### config.mk
export PLATFORM = sky130hd
export DESIGN_NAME = shift_sequencer
export DESIGN_NICKNAME = d
export VERILOG_FILES = /design/src/rtl/shift_sequencer_pkg.sv /design/src/rtl/shift_step.sv /design/src/rtl/shift_sequencer.sv
export SDC_FILE = /design/constraint.sdc
export NUM_CORES = 1
export LEC_CHECK = 0
export ABC_AREA = 1
export BUFFER_PORTS_ARGS = -buffer_cell sky130_fd_sc_hd__buf_4
export CAP_MARGIN = 20
export CORE_MARGIN = 2
export CORE_UTILIZATION = 55
export CTS_BUF_LIST = sky130_fd_sc_hd__clkbuf_8
export DETAILED_ROUTE_END_ITERATION = 7
export PLACE_DENSITY_LB_ADDON = 0.3
export SYNTH_ARGS = -nofsm -noshare
export SYNTH_HDL_FRONTEND = slang
export SYNTH_SLANG_ARGS = --single-unit
### constraint.sdc
create_clock -name clk -period 1.8 [get_ports clk]
set_input_delay 0.27 -clock clk [delete_from_list [all_inputs] [get_ports clk]]
set_output_delay 0.27 -clock clk [all_outputs]
set_load 0.01 [all_outputs]
### src/rtl/shift_sequencer_pkg.sv
// ============================================================================
// Module   : shift_sequencer_pkg
// Brief    : Shared op encodings, FSM state encoding and default widths for
//            the multi-cycle shift sequencer.
// Revision : 1.0 - initial release
// ============================================================================
`default_nettype none

package shift_sequencer_pkg;

    localparam int WORD_DEFAULT = 32;
    localparam int STEP_DEFAULT = 2;

    typedef logic [1:0] op_t;
    localparam op_t OP_SLL  = 2'b00;
    localparam op_t OP_SRL  = 2'b01;
    localparam op_t OP_SRA  = 2'b10;
    localparam op_t OP_PASS = 2'b11;

    typedef logic [1:0] state_t;
    localparam state_t ST_IDLE  = 2'd0;
    localparam state_t ST_SHIFT = 2'd1;
    localparam state_t ST_DONE  = 2'd2;

endpackage

`default_nettype wire

### src/rtl/shift_step.sv
// ============================================================================
// Module   : shift_step
// Brief    : Purely combinational shift of a word by 0..STEP positions,
//            left or right, with a selectable fill bit for vacated positions.
// Revision : 1.0 - initial release
// ============================================================================
`default_nettype none

module shift_step
    import shift_sequencer_pkg::*;
#(
    parameter  int WORD  = WORD_DEFAULT,
    parameter  int STEP  = STEP_DEFAULT,
    localparam int AMT_W = $clog2(STEP + 1)
) (
    input  logic [WORD-1:0]  i_data,
    input  logic             i_left,
    input  logic [AMT_W-1:0] i_amt,
    input  logic             i_fill,
    output logic [WORD-1:0]  o_data
);

    logic [WORD-1:0] w_mask;

    // The mask marks exactly the vacated positions so the fill bit can be ORed in.
    always_comb begin
        w_mask = '0;
        o_data = i_data;
        if (i_left) begin
            w_mask = ~({WORD{1'b1}} << i_amt);
            o_data = (i_data << i_amt) | (i_fill ? w_mask : '0);
        end else begin
            w_mask = ~({WORD{1'b1}} >> i_amt);
            o_data = (i_data >> i_amt) | (i_fill ? w_mask : '0);
        end
    end

endmodule

`default_nettype wire

### src/rtl/shift_sequencer.sv
// ============================================================================
// Module   : shift_sequencer
// Brief    : Multi-cycle barrel-less shifter: applies up to STEP bit positions
//            per cycle until the captured shift amount is exhausted.
// Revision : 1.0 - initial release
// ============================================================================
`default_nettype none

module shift_sequencer
    import shift_sequencer_pkg::*;
#(
    parameter int WORD = WORD_DEFAULT,
    parameter int STEP = STEP_DEFAULT
) (
    input  logic            clk,
    input  logic            rst,
    input  logic            start,
    input  logic [1:0]      op,
    input  logic [4:0]      shamt,
    input  logic [WORD-1:0] in,
    output logic [WORD-1:0] out,
    output logic            busy,
    output logic            done
);

    localparam int         AMT_W  = $clog2(STEP + 1);
    localparam logic [4:0] c_step = 5'(STEP);

    state_t          r_state;
    state_t          w_state_nxt;
    logic [WORD-1:0] r_out;
    logic [WORD-1:0] w_out_nxt;
    logic [4:0]      r_rem;
    logic [4:0]      w_rem_nxt;
    op_t             r_op;
    op_t             w_op_nxt;

    logic [4:0]       w_step;
    logic [AMT_W-1:0] w_amt;
    logic             w_left;
    logic             w_fill;
    logic [WORD-1:0]  w_shifted;

    assign w_step = (r_rem < c_step) ? r_rem : c_step;
    assign w_amt  = AMT_W'(w_step);
    assign w_left = (r_op == OP_SLL);
    // During SRA the MSB of out never changes, so it still holds the operand's sign.
    assign w_fill = (r_op == OP_SRA) & r_out[WORD-1];

    shift_step #(
        .WORD (WORD),
        .STEP (STEP)
    ) u_shift_step (
        .i_data (r_out),
        .i_left (w_left),
        .i_amt  (w_amt),
        .i_fill (w_fill),
        .o_data (w_shifted)
    );

    always_ff @(posedge clk or posedge rst) begin
        if (rst) begin
            r_state <= ST_IDLE;
            r_out   <= '0;
            r_rem   <= '0;
            r_op    <= OP_SLL;
        end else begin
            r_state <= w_state_nxt;
            r_out   <= w_out_nxt;
            r_rem   <= w_rem_nxt;
            r_op    <= w_op_nxt;
        end
    end

    always_comb begin
        w_state_nxt = r_state;
        w_out_nxt   = r_out;
        w_rem_nxt   = r_rem;
        w_op_nxt    = r_op;
        case (r_state)
            ST_IDLE: begin
                if (start) begin
                    w_out_nxt = in;
                    w_op_nxt  = op;
                    w_rem_nxt = shamt;
                    if ((shamt == 5'd0) || (op == OP_PASS)) begin
                        w_state_nxt = ST_DONE;
                    end else begin
                        w_state_nxt = ST_SHIFT;
                    end
                end
            end
            ST_SHIFT: begin
                w_out_nxt = w_shifted;
                w_rem_nxt = r_rem - w_step;
                if (r_rem == w_step) begin
                    w_state_nxt = ST_DONE;
                end
            end
            ST_DONE: begin
                w_state_nxt = ST_IDLE;
            end
            default: begin
                w_state_nxt = ST_IDLE;
            end
        endcase
    end

    assign out  = r_out;
    assign busy = (r_state != ST_IDLE);
    assign done = (r_state == ST_DONE);

endmodule

`default_nettype wire

# Word level (Yosys, flattened, before mapping)
# Index checks and enable logic that the tools add are counted.
dict set report word_totals {
  regBits 41
  in_bits 42
  out_inout_bits 34
  elab_cells 43
}
dict set report op_classes {
  n_addsub 1
  magnitude_cmp 1
  eq_ne 7
  n_shift 4
  n_mux 12
  bitwise_logic 5
  reduce_logical 9
}
# cell count
set ops {}
lappend ops {{two-way mux 32 bit} 4}
lappend ops {{NOT 32 bit} 2}
lappend ops {{OR 32 bit} 2}
lappend ops {{case mux 32 bit (2 select lines)} 1}
lappend ops {{left shift 32 x 2 -> 32 bit} 1}
lappend ops {{left shift 32 x 2 -> 32 bit, first input constant} 1}
lappend ops {{>> shifter 32 x 2 -> 32 bit} 1}
lappend ops {{>> shifter 32 x 2 -> 32 bit, first input constant} 1}
lappend ops {{two-way mux 5 bit} 2}
lappend ops {{case mux 5 bit (2 select lines)} 1}
lappend ops {{== test 2 bit, second input constant} 3}
lappend ops {{two-way mux 2 bit} 3}
lappend ops {{AND reduction 2 bit} 3}
lappend ops {{== test 5 bit} 1}
lappend ops {{logical NOT 5 bit} 1}
lappend ops {{less-than comparator 5 x 2 -> 1 bit, second input constant} 1}
lappend ops {{subtractor 5 bit} 1}
lappend ops {{logical NOT 2 bit} 2}
lappend ops {{inequality test 2 bit, second input constant} 2}
lappend ops {{case mux 2 bit (2 select lines)} 1}
lappend ops {{nonzero test 2 bit} 2}
lappend ops {{== test 2 x 1 -> 1 bit, second input constant} 1}
lappend ops {{AND 1 bit} 1}
lappend ops {{logical OR 1 bit} 1}

# Logic depth before layout (Yosys ltp)
# Gate-level depths: netlist of the first run.
dict set report depth {
  depth_word 8
  depth_mapped 11
  mapped_depth_nobuf 11
}

# Modules after synthesis
# A second synthesis of the first run with hierarchy kept.
dict set report unflattened {
  hier_cells 580
  hier_area_um2 3616.0
}
# module n_inst cells_each area_per_inst_um2 seq_area_each_um2
set modules_own_cells {}
lappend modules_own_cells {shift_sequencer 1 259 2039.5 1026.0}
lappend modules_own_cells {shift_step 1 321 1576.5 0.0}

# Worst setup path after synthesis of the first run
# No wires, ideal clock.
dict set report synth_path {
  path_kind {register to register}
  from {register r_state[1]}
  to {register r_out[10] (netlist: out[10])}
  setup_ps 117
  t_arrival_ps 1452
  t_required_ps 1683
  setup_slack_ps 230
  stages_incl_launch_ff 11
  n_path_buf 2
  synth_period_minus_slack_ps 1570
  path_cell_list {dfrtp_1 nor2_1 nand2_1 nand2_4 inv_2 a21oi_2 inv_2 buf_6 buf_6 nand2_1 nand2_1}
}
dict set report synth_between {
  elab_chain_len 3
  elab_cells_between_ends 6
  classes_between {eq/ne (2); mux (1); reduce/logical (3)}
}
# item line_no
set synth_lines {}
lappend synth_lines {{from (decl)} shift_sequencer.sv:29} ;# state_t r_state;
lappend synth_lines {{from (signal assigned)} shift_sequencer.sv:68} ;# r_state <= w_state_nxt;
lappend synth_lines {{== test 2 x 1 -> 1 bit / logical NOT 2 bit (equally long branches)} shift_sequencer.sv:80} ;# case (r_state)
lappend synth_lines {{nonzero test 2 bit (no source line) / inequality test 2 bit (equally long branches)} n/a}
lappend synth_lines {{AND reduction 2 bit (no source line)} n/a}
lappend synth_lines {{to (signal assigned)} shift_sequencer.sv:69} ;# r_out <= w_out_nxt;
lappend synth_lines {{to (decl)} shift_sequencer.sv:31} ;# logic [WORD-1:0] r_out;
# Several ways; a longest one is shown, not always the timed one.
# A chain may end at the register's enable or synchronous reset.

# Worst setup path after layout of the first run
dict set report layout_path {
  from {register r_state[1]}
  to {register r_out[12] (netlist: out[12])}
}
# The elaborated chain is that of the path after synthesis.

==> results of run 1 <==
## report_power, final
part,switching [mW],internal (mW),total [mW],leakage (nW)
Sequential,0.476,1.37,1.85,0.507
Clock,0.321,0.259,0.580,0.0519
Combinational,2.36,1.52,3.87,1.60
Total,3.15,3.15,6.30,2.16
## stage by stage
stage	hold WS, ns	total power, mW
2_1_floorplan	0.409	4.41
3_3_place_gp	0.448	5.56
3_5_place_dp	0.454	5.65
4_1_cts	0.132	6.26
5_1_grt	0.154	6.91
6_report	0.118	6.30
## path summary, 6_finish.rpt
path	slack, ns	start	cells past startpoint	endpoint
max in group asynchronous	1.29	rst	3	r_state[0]$_DFFE_PP0P_
worst min register to register	0.54	out[5]$_DFFE_PP0P_	2	out[5]$_DFFE_PP0P_
min in group clk	0.23	op[1]	2	r_op[1]$_DFFE_PP0P_
worst max register to register	0.15	r_state[1]$_DFFE_PP0P_	8	out[12]$_DFFE_PP0P_
worst max-delay path	0.15	r_state[1]$_DFFE_PP0P_	8	out[12]$_DFFE_PP0P_
worst min-delay path	0.12	rst	3	out[11]$_DFFE_PP0P_
## Yosys cell counts (all sizes together)
cell | number | area, µm²
a21oi | 11 | 58.8
a22oi | 1 | 7.51
buf | 12 | 80.1
clkbuf | 10 | 37.5
conb | 1 | 3.75
dfrtp | 41 | 1030
ha | 1 | 12.5
inv | 22 | 82.6
mux2 | 1 | 11.3
nand2 | 317 | 1200
nand3 | 33 | 165
nor2 | 22 | 106
o211ai | 1 | 7.51
o21ai | 17 | 85.1
o21bai | 1 | 7.51
## state kept, by name (all words and copies together) (netlist names)
register	cells
out	32
r_op	2
r_rem	5
r_state	2
## area by class of cell
class,count,share of cell area
tap,70,0.0243
multi-input combinational,406,0.463
inverter,22,0.0236
sequential,41,0.284
timing repair buffer,88,0.183
clock buffer,5,0.0191
clock inverter,3,0.00312
## layer usage
metal | GRT usage | vias to the layer above | routed length (µm)
met3 | 0.0557 | 21 | 624
met4 | 0.107 | 0 | 175
met5 | 0 | - | 0
li1 | - | 1653 | -
met1 | 0.348 | 1484 | 3340
met2 | 0.486 | 170 | 3830
## cells by family after synthesis
logic type / Yosys count / share of synthesized area
multiplexers: 1 / 0.00390
flip-flops: 41 / 0.355
adder cells (fa/ha/maj): 1 / 0.00433
AND/OR/NAND/NOR: 372 / 0.508
AO/OA/AOI/OAI: 31 / 0.0576
buffers and inverters: 44 / 0.0693
other: 1 / 0.00130
## worst max-delay path, cell delays in order, from the launching register on
cell and delay (ns):
sky130_fd_sc_hd__dfrtp_1 0.45, sky130_fd_sc_hd__nor2_1 0.19, sky130_fd_sc_hd__nand2_2 0.13, sky130_fd_sc_hd__nand2_4 0.11, sky130_fd_sc_hd__inv_2 0.06, sky130_fd_sc_hd__a21oi_2 0.22, sky130_fd_sc_hd__inv_4 0.19, sky130_fd_sc_hd__nand2_1 0.11
sky130_fd_sc_hd__nand2_1 0.07
==> flow_summary.json, run 1 <==
{
  "place.port_buffers": 75,
  "slew_headroom": 0.643,
  "postCtsSetupBuffers": 0,
  "setup_ws_ns": 0.149,
  "worst_ep_arrival_time_ns": 1.83,
  "grt_start_max_net_pins": 42,
  "fin_crit_sh": 0.917,
  "htree_num_levels": 2,
  "kind_of_start_point_of_the_critical_path": "flop",
  "clock_path_buffers": 2,
  "cts_sinks": 41,
  "maxSlewViolCount": 0,
  "die_w_um": 76.5,
  "multiInputGateArea_mm2": 0.00167,
  "overall_die_height_um": 76.5,
  "global_route_usage_sum": 0.282,
  "pin_slew_with_the_least_headroom_to_its_limit_ns": 0.536,
  "wl_um": 7970,
  "route.detailed.vias_per_inst": 5.24,
  "grt_setup_unrepaired": "no",
  "timing_worst_setup_path_type": "reg -> reg",
  "stdcell_count": 635,
  "final-hold-violation-count": 0,
  "clockRootBuffer": "sky130_fd_sc_hd__clkbuf_8",
  "fin_worst_skew_ns": 0.00706,
  "grt_first_pass_wirelength_um": 13600,
  "antenna_found_initial": 0,
  "syn_nets": 534,
  "via_count": 3328,
  "time_the_worst_path_needs_with_i_o_delays_and_setup_ns": 1.65,
  "setup_violations": 0,
  "timing.setup.tns_ns": 0,
  "via_count_of_the_first_global_routing_pass": 3147,
  "synth-seq-cells": 41,
  "place.detailed.instances": 627,
  "max_clock_freq_mhz": 606,
  "placer_congestion_estimate": 0.921,
  "syn-cell-area_mm2": 0.00289,
  "synthesis.instances": 491,
  "timing.critical_path.fanout_max": 29,
  "sequential_cell_area_mm2": 0.00103,
  "post_dp_cell_area_mm2": 0.00352,
  "areaGrowthSynthToFinish_pct": 25.0,
  "syn_area_per_cell_um2": 5.88,
  "total_of_cells_resized_after_clock_tree_synthesis": 0,
  "fin_area_mm2": 0.00361,
  "ioPinCount": 76,
  "commonest_cells_after_routing_fill_and_taps_aside": "315 x sky130_fd_sc_hd__nand2_1, 88 x sky130_fd_sc_hd__buf_4, 40 x sky130_fd_sc_hd__dfrtp_1",
  "run_status": "complete, no violations",
  "power.density_mw_per_mm2": 1750,
  "tritoncts": "yes",
  "power.ir.vdd_worst_mv": 1.18,
  "drv.max_cap_violation_count": 0,
  "clk_transition_reported_paths_ns": 0.08,
  "ys_seq_area_frac": 0.355,
  "hpwlAfterDp_um": 5510,
  "drtPass1Iterations": 6,
  "dieArea_mm2": 0.00585,
  "yosysUniqueCellTypes": 23,
  "preCtsSetupSlack_ns": 0.0868,
  "power.leakage_nw": 2.16,
  "drc": 0,
  "clock_insertion_delay_worst_skew_ns": 0.29,
  "final_common_cell": "sky130_fd_sc_hd__nand2_1",
  "setup.worst_path.end_class": "flop",
  "globalRouteOverflowTotal": 0,
  "drtIter0Drc": 299,
  "number_of_buffers_inserted_by_hold_repair_at_cts": 0,
  "critical_path_required_ns": 1.98,
  "tritoncts.num_buffers": 5,
  "drt-wirelength-per-cell_um": 12.5,
  "antenna-diode-count": 0,
  "initial_utilization": 0.569,
  "yosys_warnings": 0,
  "num_rows": 26,
  "filler_cell_count": 466,
  "drtAntennaViolNets": 0,
  "floorplan.core_area_mm2": 0.00507,
  "worstHoldPathType": "in -> async",
  "post-route-util": 0.712,
  "final_net_count": 607,
  "layout-drive-gt1-share": 0.189
}
No activity file was read; power rests on OpenSTA's default activity.
==> run 2: changes to the inputs <==
--- a/config.mk
+++ b/config.mk
@@ -9,10 +9,10 @@
 export BUFFER_PORTS_ARGS = -buffer_cell sky130_fd_sc_hd__buf_4
 export CAP_MARGIN = 20
 export CORE_MARGIN = 2
-export CORE_UTILIZATION = 55
+export CORE_UTILIZATION = 45
 export CTS_BUF_LIST = sky130_fd_sc_hd__clkbuf_8
 export DETAILED_ROUTE_END_ITERATION = 7
-export PLACE_DENSITY_LB_ADDON = 0.3
+export PLACE_DENSITY = 0.8
 export SYNTH_ARGS = -nofsm -noshare
 export SYNTH_HDL_FRONTEND = slang
 export SYNTH_SLANG_ARGS = --single-unit
==> flow_summary.json, run 2 (synthesized netlist as in run 1, its figures left out) <==
{
  "clk_transition_reported_paths_ns": 0.08,
  "clock_insertion_delay_worst_skew_ns": 0.30,
  "layout-drive-gt1-share": 0.187,
  "overall_die_height_um": 84.1,
  "clock_path_buffers": 2,
  "maxSlewViolCount": 0,
  "drtPass1Iterations": 5,
  "time_the_worst_path_needs_with_i_o_delays_and_setup_ns": 1.64,
  "fin_worst_skew_ns": 0.0115,
  "global_route_usage_sum": 0.242,
  "setup_ws_ns": 0.159,
  "run_status": "complete, no violations",
  "fin_crit_sh": 0.912,
  "initial_utilization": 0.460,
  "die_w_um": 84.1,
  "drv.max_cap_violation_count": 0,
  "power.density_mw_per_mm2": 1780,
  "globalRouteOverflowTotal": 0,
  "floorplan.core_area_mm2": 0.00628,
  "timing.critical_path.fanout_max": 15,
  "htree_num_levels": 2,
  "max_clock_freq_mhz": 609,
  "setup.worst_path.end_class": "flop",
  "detailroute.wirelength.met2_um": 3860,
  "slew_headroom": 0.635,
  "via_count_of_the_first_global_routing_pass": 3169,
  "ioPinCount": 76,
  "grt_first_pass_wirelength_um": 14200,
  "tritoncts": "yes",
  "dieArea_mm2": 0.00708,
  "worstHoldPathType": "in -> async",
  "worst_ep_arrival_time_ns": 1.88,
  "areaGrowthSynthToFinish_pct": 26.1,
  "critical_path_required_ns": 2.04,
  "largest_register_ff_count": 32,
  "commonest_cells_after_routing_fill_and_taps_aside": "315 x sky130_fd_sc_hd__nand2_1, 84 x sky130_fd_sc_hd__buf_4, 40 x sky130_fd_sc_hd__dfrtp_1",
  "power.ir.vdd_worst_mv": 1.06,
  "drt-wirelength-per-cell_um": 12.9,
  "timing_worst_setup_path_type": "reg -> reg",
  "route.detailed.vias_per_inst": 5.17,
  "multiInputGateArea_mm2": 0.00167,
  "final-hold-violation-count": 0,
  "wl_um": 8220,
  "drc": 0,
  "final_common_cell": "sky130_fd_sc_hd__nand2_1",
  "antenna_found_initial": 0,
  "clockRootBuffer": "sky130_fd_sc_hd__clkbuf_8",
  "final_net_count": 604,
  "reg2reg_setup_slack_ns": 0.16,
  "antenna-diode-count": 0,
  "setup_violations": 0,
  "detailroute.wirelength.met3_um": 707,
  "place.port_buffers": 75,
  "pin_slew_with_the_least_headroom_to_its_limit_ns": 0.548,
  "cts_sinks": 41,
  "timing.setup.tns_ns": 0,
  "wl_met1_um": 3560,
  "tritoncts.num_buffers": 5,
  "power.leakage_nw": 2.16,
  "via_count": 3301,
  "net_switching_fraction_of_the_power": 0.489,
  "power.internal_mw": 3.32,
  "hold_ws_ns": 0.108,
  "maxUsedRoutingLayer": "met4",
  "power_frac_clock": 0.119,
  "psw_mw": 3.17,
  "grt_start_max_net_pins": 42,
  "grt_setup_unrepaired": "no",
  "num_rows": 29,
  "combPwrFrac": 0.597,
  "placer_congestion_estimate": 0.986,
  "drtIter0Drc": 248,
  "kind_of_start_point_of_the_critical_path": "flop",
  "pwr-share-seq": 0.284,
  "hpwlAfterDp_um": 5740,
  "drtAntennaViolNets": 0,
  "sequential_cell_area_mm2": 0.00103,
  "filler_cell_count": 620,
  "preCtsSetupSlack_ns": 0.0317
}
## run 2: critical path: stages, from the launching register on
cell                      delay [ns]
sky130_fd_sc_hd__dfrtp_1        0.40
sky130_fd_sc_hd__nor2_1         0.38
sky130_fd_sc_hd__nand2_1        0.21
sky130_fd_sc_hd__inv_2          0.09
sky130_fd_sc_hd__buf_4          0.21
sky130_fd_sc_hd__nand2_1        0.08
sky130_fd_sc_hd__nand3_1        0.10
sky130_fd_sc_hd__nand2_1        0.06
sky130_fd_sc_hd__nand2_1        0.06
## run 2: routing by layer
layer	GRT usage	vias to the layer above
met4	0.0718	0
met2	0.407	153
met3	0.0544	10
li1	-	1646
met1	0.311	1492
met5	0	-
## run 2: final cells by class
class | instances | area share
clock buffer | 6 | 0.0227
clock inverter | 2 | 0.00927
inverter | 22 | 0.0234
multi-input combinational | 406 | 0.458
sequential | 41 | 0.282
tap | 77 | 0.0264
timing repair buffer | 85 | 0.179
## run 2: repair_timing
item                                    in CTS  in global routing
hold buffers                                 0                  0
buffers inserted                             0                  0
endpoints found under the setup margin       0                 30
resized for setup                            0                  4
## run 2: final timing paths
| path | startpoint | end | depth (start not counted) |
|---|---|---|---|
| max | r_op[1]$_DFFE_PP0P_ | out[15]$_DFFE_PP0P_ | 8 |
| min | rst | out[7]$_DFFE_PP0P_ | 3 |
| min in group clk | op[1] | r_op[1]$_DFFE_PP0P_ | 2 |
| max reg2reg | r_op[1]$_DFFE_PP0P_ | out[15]$_DFFE_PP0P_ | 8 |
| max in group asynchronous | rst | r_state[0]$_DFFE_PP0P_ | 3 |
| min reg2reg | r_op[0]$_DFFE_PP0P_ | r_op[0]$_DFFE_PP0P_ | 2 |
## run 2: through the flow
step	area [µm²]	total power, mW	util	std cells
2_1_floorplan	2890	4.41	-	491
3_3_place_gp	3520	5.60	0.561	631
3_5_place_dp	3520	5.68	0.561	631
4_1_cts	3640	6.48	0.579	639
5_1_grt	3640	7.13	0.580	639
6_report	3640	6.49	0.580	639
## run 2: power groups by stage
stage	logic (mW)	registers, mW	clock network, mW
6_report	3.87	1.84	0.771
3_3_place_gp	3.76	1.84	0
3_5_place_dp	3.83	1.84	0
4_1_cts	3.86	1.83	0.793
5_1_grt	4.39	1.90	0.836
2_1_floorplan	2.52	1.89	0
